### src/rtl/hazard_control.sv
// hazard_control
//   Pipeline hazard controller: detects load-use hazards, flushes on taken
//   branches, stalls for multi-cycle multiply/divide operations and parks
//   the pipeline on halt.
//
// Parameters
//   MD_CYCLES    stall length of a multi-cycle multiply/divide (2..15)
//
// Ports
//   clk          clock, state updates on rising edge
//   rst_n        asynchronous active-low reset
//   idReg1/2     source registers of the ID instruction
//   idUsesR0     ID instruction implicitly reads R0
//   exRegDest    destination register of the EX instruction
//   exW          EX write enables: bit0 register file, bit1 R0
//   exMemRead    EX instruction is a load
//   idMulDiv     ID instruction is a multi-cycle multiply/divide
//   branchTaken  branch resolved taken in EX
//   halt         halt decoded in ID
//   pcWrite      PC update enable
//   ifidWrite    IF/ID update enable
//   idexBubble   insert NOP into ID/EX
//   ifidFlush    clear IF/ID
//   idexFlush    clear ID/EX
//   mdStart      pulse: multi-cycle op launched
//   mdDone       pulse: last stall cycle of a multi-cycle op
//   ctrlState    00 RUN, 01 MD_BUSY, 10 HALTED
module hazard_control #(
    parameter int unsigned MD_CYCLES = 8
) (
    input  logic       clk,
    input  logic       rst_n,
    input  logic [3:0] idReg1,
    input  logic [3:0] idReg2,
    input  logic       idUsesR0,
    input  logic [3:0] exRegDest,
    input  logic [1:0] exW,
    input  logic       exMemRead,
    input  logic       idMulDiv,
    input  logic       branchTaken,
    input  logic       halt,
    output logic       pcWrite,
    output logic       ifidWrite,
    output logic       idexBubble,
    output logic       ifidFlush,
    output logic       idexFlush,
    output logic       mdStart,
    output logic       mdDone,
    output logic [1:0] ctrlState
);

    typedef enum logic [1:0] {
        RUN     = 2'b00,
        MD_BUSY = 2'b01,
        HALTED  = 2'b10,
        ILLEGAL = 2'b11
    } ctrlState_t;

    ctrlState_t state, stateNext;
    logic [3:0] count, countNext;
    logic       haltPending, haltPendingNext;
    logic       loadUse;

    assign loadUse = exMemRead &
                     ((exW[0] & ((exRegDest == idReg1) | (exRegDest == idReg2))) |
                      (exW[1] & idUsesR0));

    always_ff @(posedge clk or negedge rst_n) begin
        if (!rst_n) begin
            state       <= RUN;
            count       <= '0;
            haltPending <= 1'b0;
        end else begin
            state       <= stateNext;
            count       <= countNext;
            haltPending <= haltPendingNext;
        end
    end

    always_comb begin
        stateNext       = state;
        countNext       = count;
        haltPendingNext = haltPending;
        pcWrite         = 1'b1;
        ifidWrite       = 1'b1;
        idexBubble      = 1'b0;
        ifidFlush       = 1'b0;
        idexFlush       = 1'b0;
        mdStart         = 1'b0;
        mdDone          = 1'b0;

        case (state)
            RUN: begin
                if (branchTaken) begin
                    ifidFlush = 1'b1;
                    idexFlush = 1'b1;
                end else if (loadUse) begin
                    pcWrite    = 1'b0;
                    ifidWrite  = 1'b0;
                    idexBubble = 1'b1;
                end else if (idMulDiv) begin
                    mdStart   = 1'b1;
                    countNext = 4'(MD_CYCLES - 1);
                    stateNext = MD_BUSY;
                end else if (halt) begin
                    stateNext = HALTED;
                end
            end
            MD_BUSY: begin
                pcWrite    = 1'b0;
                ifidWrite  = 1'b0;
                idexBubble = 1'b1;
                if (count == 4'd0) begin
                    mdDone = 1'b1;
                    if (haltPending) begin
                        stateNext       = HALTED;
                        haltPendingNext = 1'b0;
                    end else begin
                        stateNext = RUN;
                    end
                end else begin
                    countNext = count - 4'd1;
                    // A halt seen in the final cycle is left in ID and is
                    // picked up normally once back in RUN.
                    if (halt) begin
                        haltPendingNext = 1'b1;
                    end
                end
            end
            HALTED: begin
                pcWrite    = 1'b0;
                ifidWrite  = 1'b0;
                idexBubble = 1'b1;
            end
            default: begin
                stateNext = RUN;
            end
        endcase

        // Reset holds the front end stalled without waiting for a clock edge.
        if (!rst_n) begin
            pcWrite    = 1'b0;
            ifidWrite  = 1'b0;
            idexBubble = 1'b1;
            ifidFlush  = 1'b0;
            idexFlush  = 1'b0;
            mdStart    = 1'b0;
            mdDone     = 1'b0;
        end
    end

    assign ctrlState = state;

endmodule
### config.mk
export PLATFORM = sky130hd
export DESIGN_NAME = hazard_control
export DESIGN_NICKNAME = d
export VERILOG_FILES = /design/src/rtl/hazard_control.sv
export SDC_FILE = /design/constraint.sdc
export NUM_CORES = 1
export LEC_CHECK = 0
export ABC_AREA = 1
export BUFFER_PORTS_ARGS = -buffer_cell sky130_fd_sc_hd__buf_4
export CORE_UTILIZATION = 50
export DETAILED_ROUTE_END_ITERATION = 8
export GPL_TIMING_DRIVEN = 0
export PLACE_DENSITY_LB_ADDON = 0.3
export SLEW_MARGIN = 40
export SYNTH_ARGS = -nofsm -noshare
export SYNTH_HDL_FRONTEND = slang
export SYNTH_SLANG_ARGS = --single-unit
### constraint.sdc
create_clock -name clk -period 2.2 [get_ports clk]
set_clock_uncertainty 0.1 [all_clocks]
set_input_delay 0.33 -clock clk [delete_from_list [all_inputs] [get_ports clk]]
set_output_delay 0.33 -clock clk [all_outputs]
set_load 0.05 [all_outputs]
# [Yosys cells after proc, flatten, opt, wreduce, memory -nomap -nowiden]
# Cells that the tools add are included.
[totals] reg_bits=7 in_bits=21 output_inout_bits=9 wordCells=61
[classes] addsub=1 n_eq_ne=10 n_mux=33 n_bitwise=6 n_reduce_logical=8
[ops] op="$mux 1" count=19
[ops] op="$mux 4" count=4
[ops] op="$mux 2" count=6
[ops] op="$ne 2x2->1 const B" count=5
[ops] op="$reduce_and 5->1" count=2
[ops] op="$eq 4x4->1" count=2
[ops] op="$pmux 4 s2" count=1
[ops] op="$pmux 2 s3" count=1
[ops] op="$logic_not 4->1" count=1
[ops] op="$pmux 1 s2" count=2
[ops] op="$reduce_bool 2->1" count=2
[ops] op="$sub 4x1->4 const B" count=1
[ops] op="$and 1x1->1" count=3
[ops] op="$ne 3x3->1 const B" count=1
[ops] op="$eq 2x1->1 const B" count=1
[ops] op="$eq 2x2->1 const B" count=1
[ops] op="$logic_not 2->1" count=1
[ops] op="$or 1x1->1" count=2
[ops] op="$reduce_and 2->1" count=1
[ops] op="$reduce_or 2->1" count=1
[ops] op="$not 1->1" count=1

# [Depth between registers and ports, before layout]
[logic_depth] depth_word=9 depth_mapped=13 ltp_nobuf=13

# [Worst setup path before layout]
# OpenSTA, ideal clock, no wires.
[synth_timing] kind="reg-to-output" start="register state[0] (netlist: ctrlState[0])" end="output port pcWrite" arrival_ns=2.394 required_ns=1.770 setup_slack_ns=-0.624 path_stages_with_launch=7 path_buffers=1 cell_sequence="dfrtp_1 -> inv_1 -> ha_1 -> nand4_1 -> nand2_1 -> a21oi_1 -> buf_4"
[synth_between] elab_chain_len=4 word_cells_on_any_way=6 classes_between="eq/ne: 2; mux: 2; reduce/logical: 2"
[synth_lines] item="start, declared" line="59" rtl="ctrlState_t state, stateNext;"
[synth_lines] item="start signal, assigned" line="74" rtl="state <= stateNext;"
[synth_lines] item="$eq 2x1->1 / $eq 2x2->1 (equally long branches)"
[synth_lines] item="$reduce_or 2->1 (no source line)"
[synth_lines] item="$pmux 1 s2 (*)"
[synth_lines] item="$mux 1 (*)"
[synth_lines] item="end, declared" line="42" rtl="output logic pcWrite,"
# Every way passes the cells marked *; elsewhere a longest branch is shown, timed or not.

# [Worst setup path after layout]
[layout_timing] start="register state[0] (netlist: ctrlState[0])" end="output port pcWrite"
[layout_between] elab_chain_len=4 word_cells_on_any_way=6 classes_between="eq/ne: 2; mux: 2; reduce/logical: 2"
[layout_lines] item="$eq 2x1->1 / $eq 2x2->1 (equally long branches)" line="92" rtl="case (state)"
[layout_lines] item="$reduce_or 2->1 (no source line)"
[layout_lines] item="$pmux 1 s2 (*)" line="92"
[layout_lines] item="$mux 1 (*)" line="141" rtl="if (!rst_n) begin"
# Marks and branches as above.

==> run metrics <==
Yosys top cell by area nand2_1; CP arrival 1.67 ns; drt via density about 4.8; worst slack at placement between 0.2 and 0.25 ns; Initial Util roughly 55%; area of the multi-input gates roughly 470 sq um; Max-cap violations 0; Static Leak approximately 0.65 nW; Net Sw Frac about 53%; Die Y-Extent between 40 and 50 um; clock period minus final worst setup slack around 2.1 ns; Synth Cell Area between 700 and 800 sq um; count of different cell masters after synthesis 19; Syn Area/Cell 5.83 sq um; run status finished clean; clock-pin slew on the worst setup and hold paths 0.05 ns; CTS Sinks 7; worst-margin pin slew between 0.3 and 0.4 ns; synthesis-stage register bit count 7; CP Max Fanout 6; kind of critical path reg -> out; vias in the first global route 705; Worst VDD drop 0.795 mV; Reg area between 150 and 200 sq um; Hold Path Class in -> reg; CTS Buf Count 3; switching power around 0.6 mW; syn_nets approximately 150; Critical Path Sink Type output port; most frequent cells in the layout nand2_1, buf_4, inv_1, nor2_1, dfrtp_1; most common cell after layout, fill and taps aside nand2_1; setup ws final 0.102 ns; post-CTS setup buffer count 0; initial antenna violation count 0; internal power approximately 0.55 mW; Max Buffers Root-to-Sink 2; filler instances between 100 and 150; Remaining DRCs 0; Area contributors post-synth nand2_1, dfrtp_1, inv_1; FF-to-FF setup slack 0.48 ns; slowest stage cell, crit path dfrtp_2; Routed wire per std cell roughly 10 um; largest net degree at the start of global routing 12; Core Region roughly 1400 sq um; Iteration-0 DRC Markers 19; Syn. warnings 0; die width ~41 um; Fmax achieved around 480 MHz; via count roughly 850; Max stage delay on crit path 0.43 ns; Post-Syn Instances around 130; Final HPWL DP about 1.5 mm; Final Setup Violations 0; Tot GR Track Use 23.7%; Slew Viols, Final 0; Layout area overhead 40.8%; Final period util a little over nine tenths; Cell Chain, Critical Path inv_1, ha_2, nand4_1, nand2_1, a21oi_4, buf_4, buf_4; final count of hold timing violations 0; number of cell rows 13; CTS tree yes; RSZ-0062 raised after global routing no; ANT cells 0; Req. time, crit path 1.77 ns; Clock Latency Late Sink 0.25 ns; CTS root buf clkbuf_4; pwr dens 1100 nW/um^2; Setup TNS 0 ns; Layout Nets between 150 and 200; Post-Route WL 1.80 mm; Gate power share just under 70%; share of cells above drive strength 1 29.0%; Post-Place Cells about 170; die area roughly 1600 sq um; Placer Congestion roughly 0.8; grt ovf 0; Crit path top cell by count buf_4; Finished Layout Cells 177; register area share after synthesis 23.5%; IO Port Bufs 29; first-pass GRT wire length roughly 2.6 mm; Post-DRT Antenna Nets 0; Clk pwr share between 10% and 20%; H-tree depth 1; Ports 30; 1st-pass router iterations 4; worst rel slew slack about four fifths; crit path launch type flip-flop; register share of total power between 20% and 30%; final core occ 77.8%; share of the synthesized area in the top cell type 25.2%
## synthesized netlist by cell type (all sizes together)
cell type / n
buf: 2
nand3: 4
dfrtp: 7
ha: 5
nand3b: 2
o21a: 1
o211ai: 1
clkbuf: 1
nand2: 51
nor2: 15
inv: 28
nand4: 3
a21oi: 3
o21ai: 5
## power groups by stage
stage / Clock (mW) / Sequential, mW / Combinational [mW]
floorplan: 0 / 0.287 / 0.543
global placement: 0 / 0.240 / 0.754
detailed placement: 0 / 0.242 / 0.783
CTS: 0.120 / 0.240 / 0.794
global route: 0.125 / 0.248 / 0.881
finish: 0.117 / 0.239 / 0.802
## through the flow
stage | power, mW | area [sq um] | hold slack (ns)
2_1_floorplan | 0.830 | 771 | -0.0656
3_3_place_gp | 0.994 | 1010 | 0.0638
3_5_place_dp | 1.02 | 1010 | 0.0637
4_1_cts | 1.15 | 1050 | 0.295
5_1_grt | 1.25 | 1050 | 0.341
6_report | 1.16 | 1050 | 0.300
## state kept, by name, indices dropped and copies added, names as in the netlist
| name | flops |
|---|---|
| haltPending | 1 |
| ctrlState | 2 |
| count | 4 |
## worst max-delay path, delay by kind of cell (launching register included)
family,cells,cell delay [ns]
compound gates,1,0.05
fa+ha+maj,1,0.27
buf+inv,3,0.40
flops,1,0.43
simple gates,2,0.27
## worst paths after layout
check | endpoint | startpoint | cells past startpoint
worst max-delay path | pcWrite | ctrlState[0] | 7
worst min-delay path | haltPending | halt | 5
worst max register to register | count[0] | ctrlState[1] | 8
worst min register to register | count[1] | count[1] | 2
max in group asynchronous | ctrlState[1] | rst_n | 2
min in group asynchronous | count[1] | rst_n | 2
## metal layers
metal,global-route usage (%),up-vias,wire (um)
met1,26.4,378,727
met5,0,-,0
li1,-,451,-
met2,46.0,24,958
met3,7.07,0,110
met4,0,0,0
## layout make-up
type / count / area share, %
Timing Repair Buffer: 30 / 21.7
Clock buffer: 3 / 2.15
Tap cell: 15 / 1.79
Buffer: 3 / 1.79
Multi-Input combinational cell: 90 / 45.2
Clock inverter: 1 / 0.477
Inverter: 28 / 10.0
Sequential cell: 7 / 16.9
## cells by family after synthesis
logic type,synth area share [%]
AO/OA/AOI/OAI,7.38
adder cells (fa/ha/maj),8.39
buffers and inverters,16.6
flip-flops,23.5
AND/OR/NAND/NOR,44.1
## timing repair
action	in CTS	in global routing
resized for setup	1	1
hold endpoints to repair	7	0
endpoints found under the setup margin	1	4
hold buffers	1	0
No activity file was read; power rests on OpenSTA's default activity.
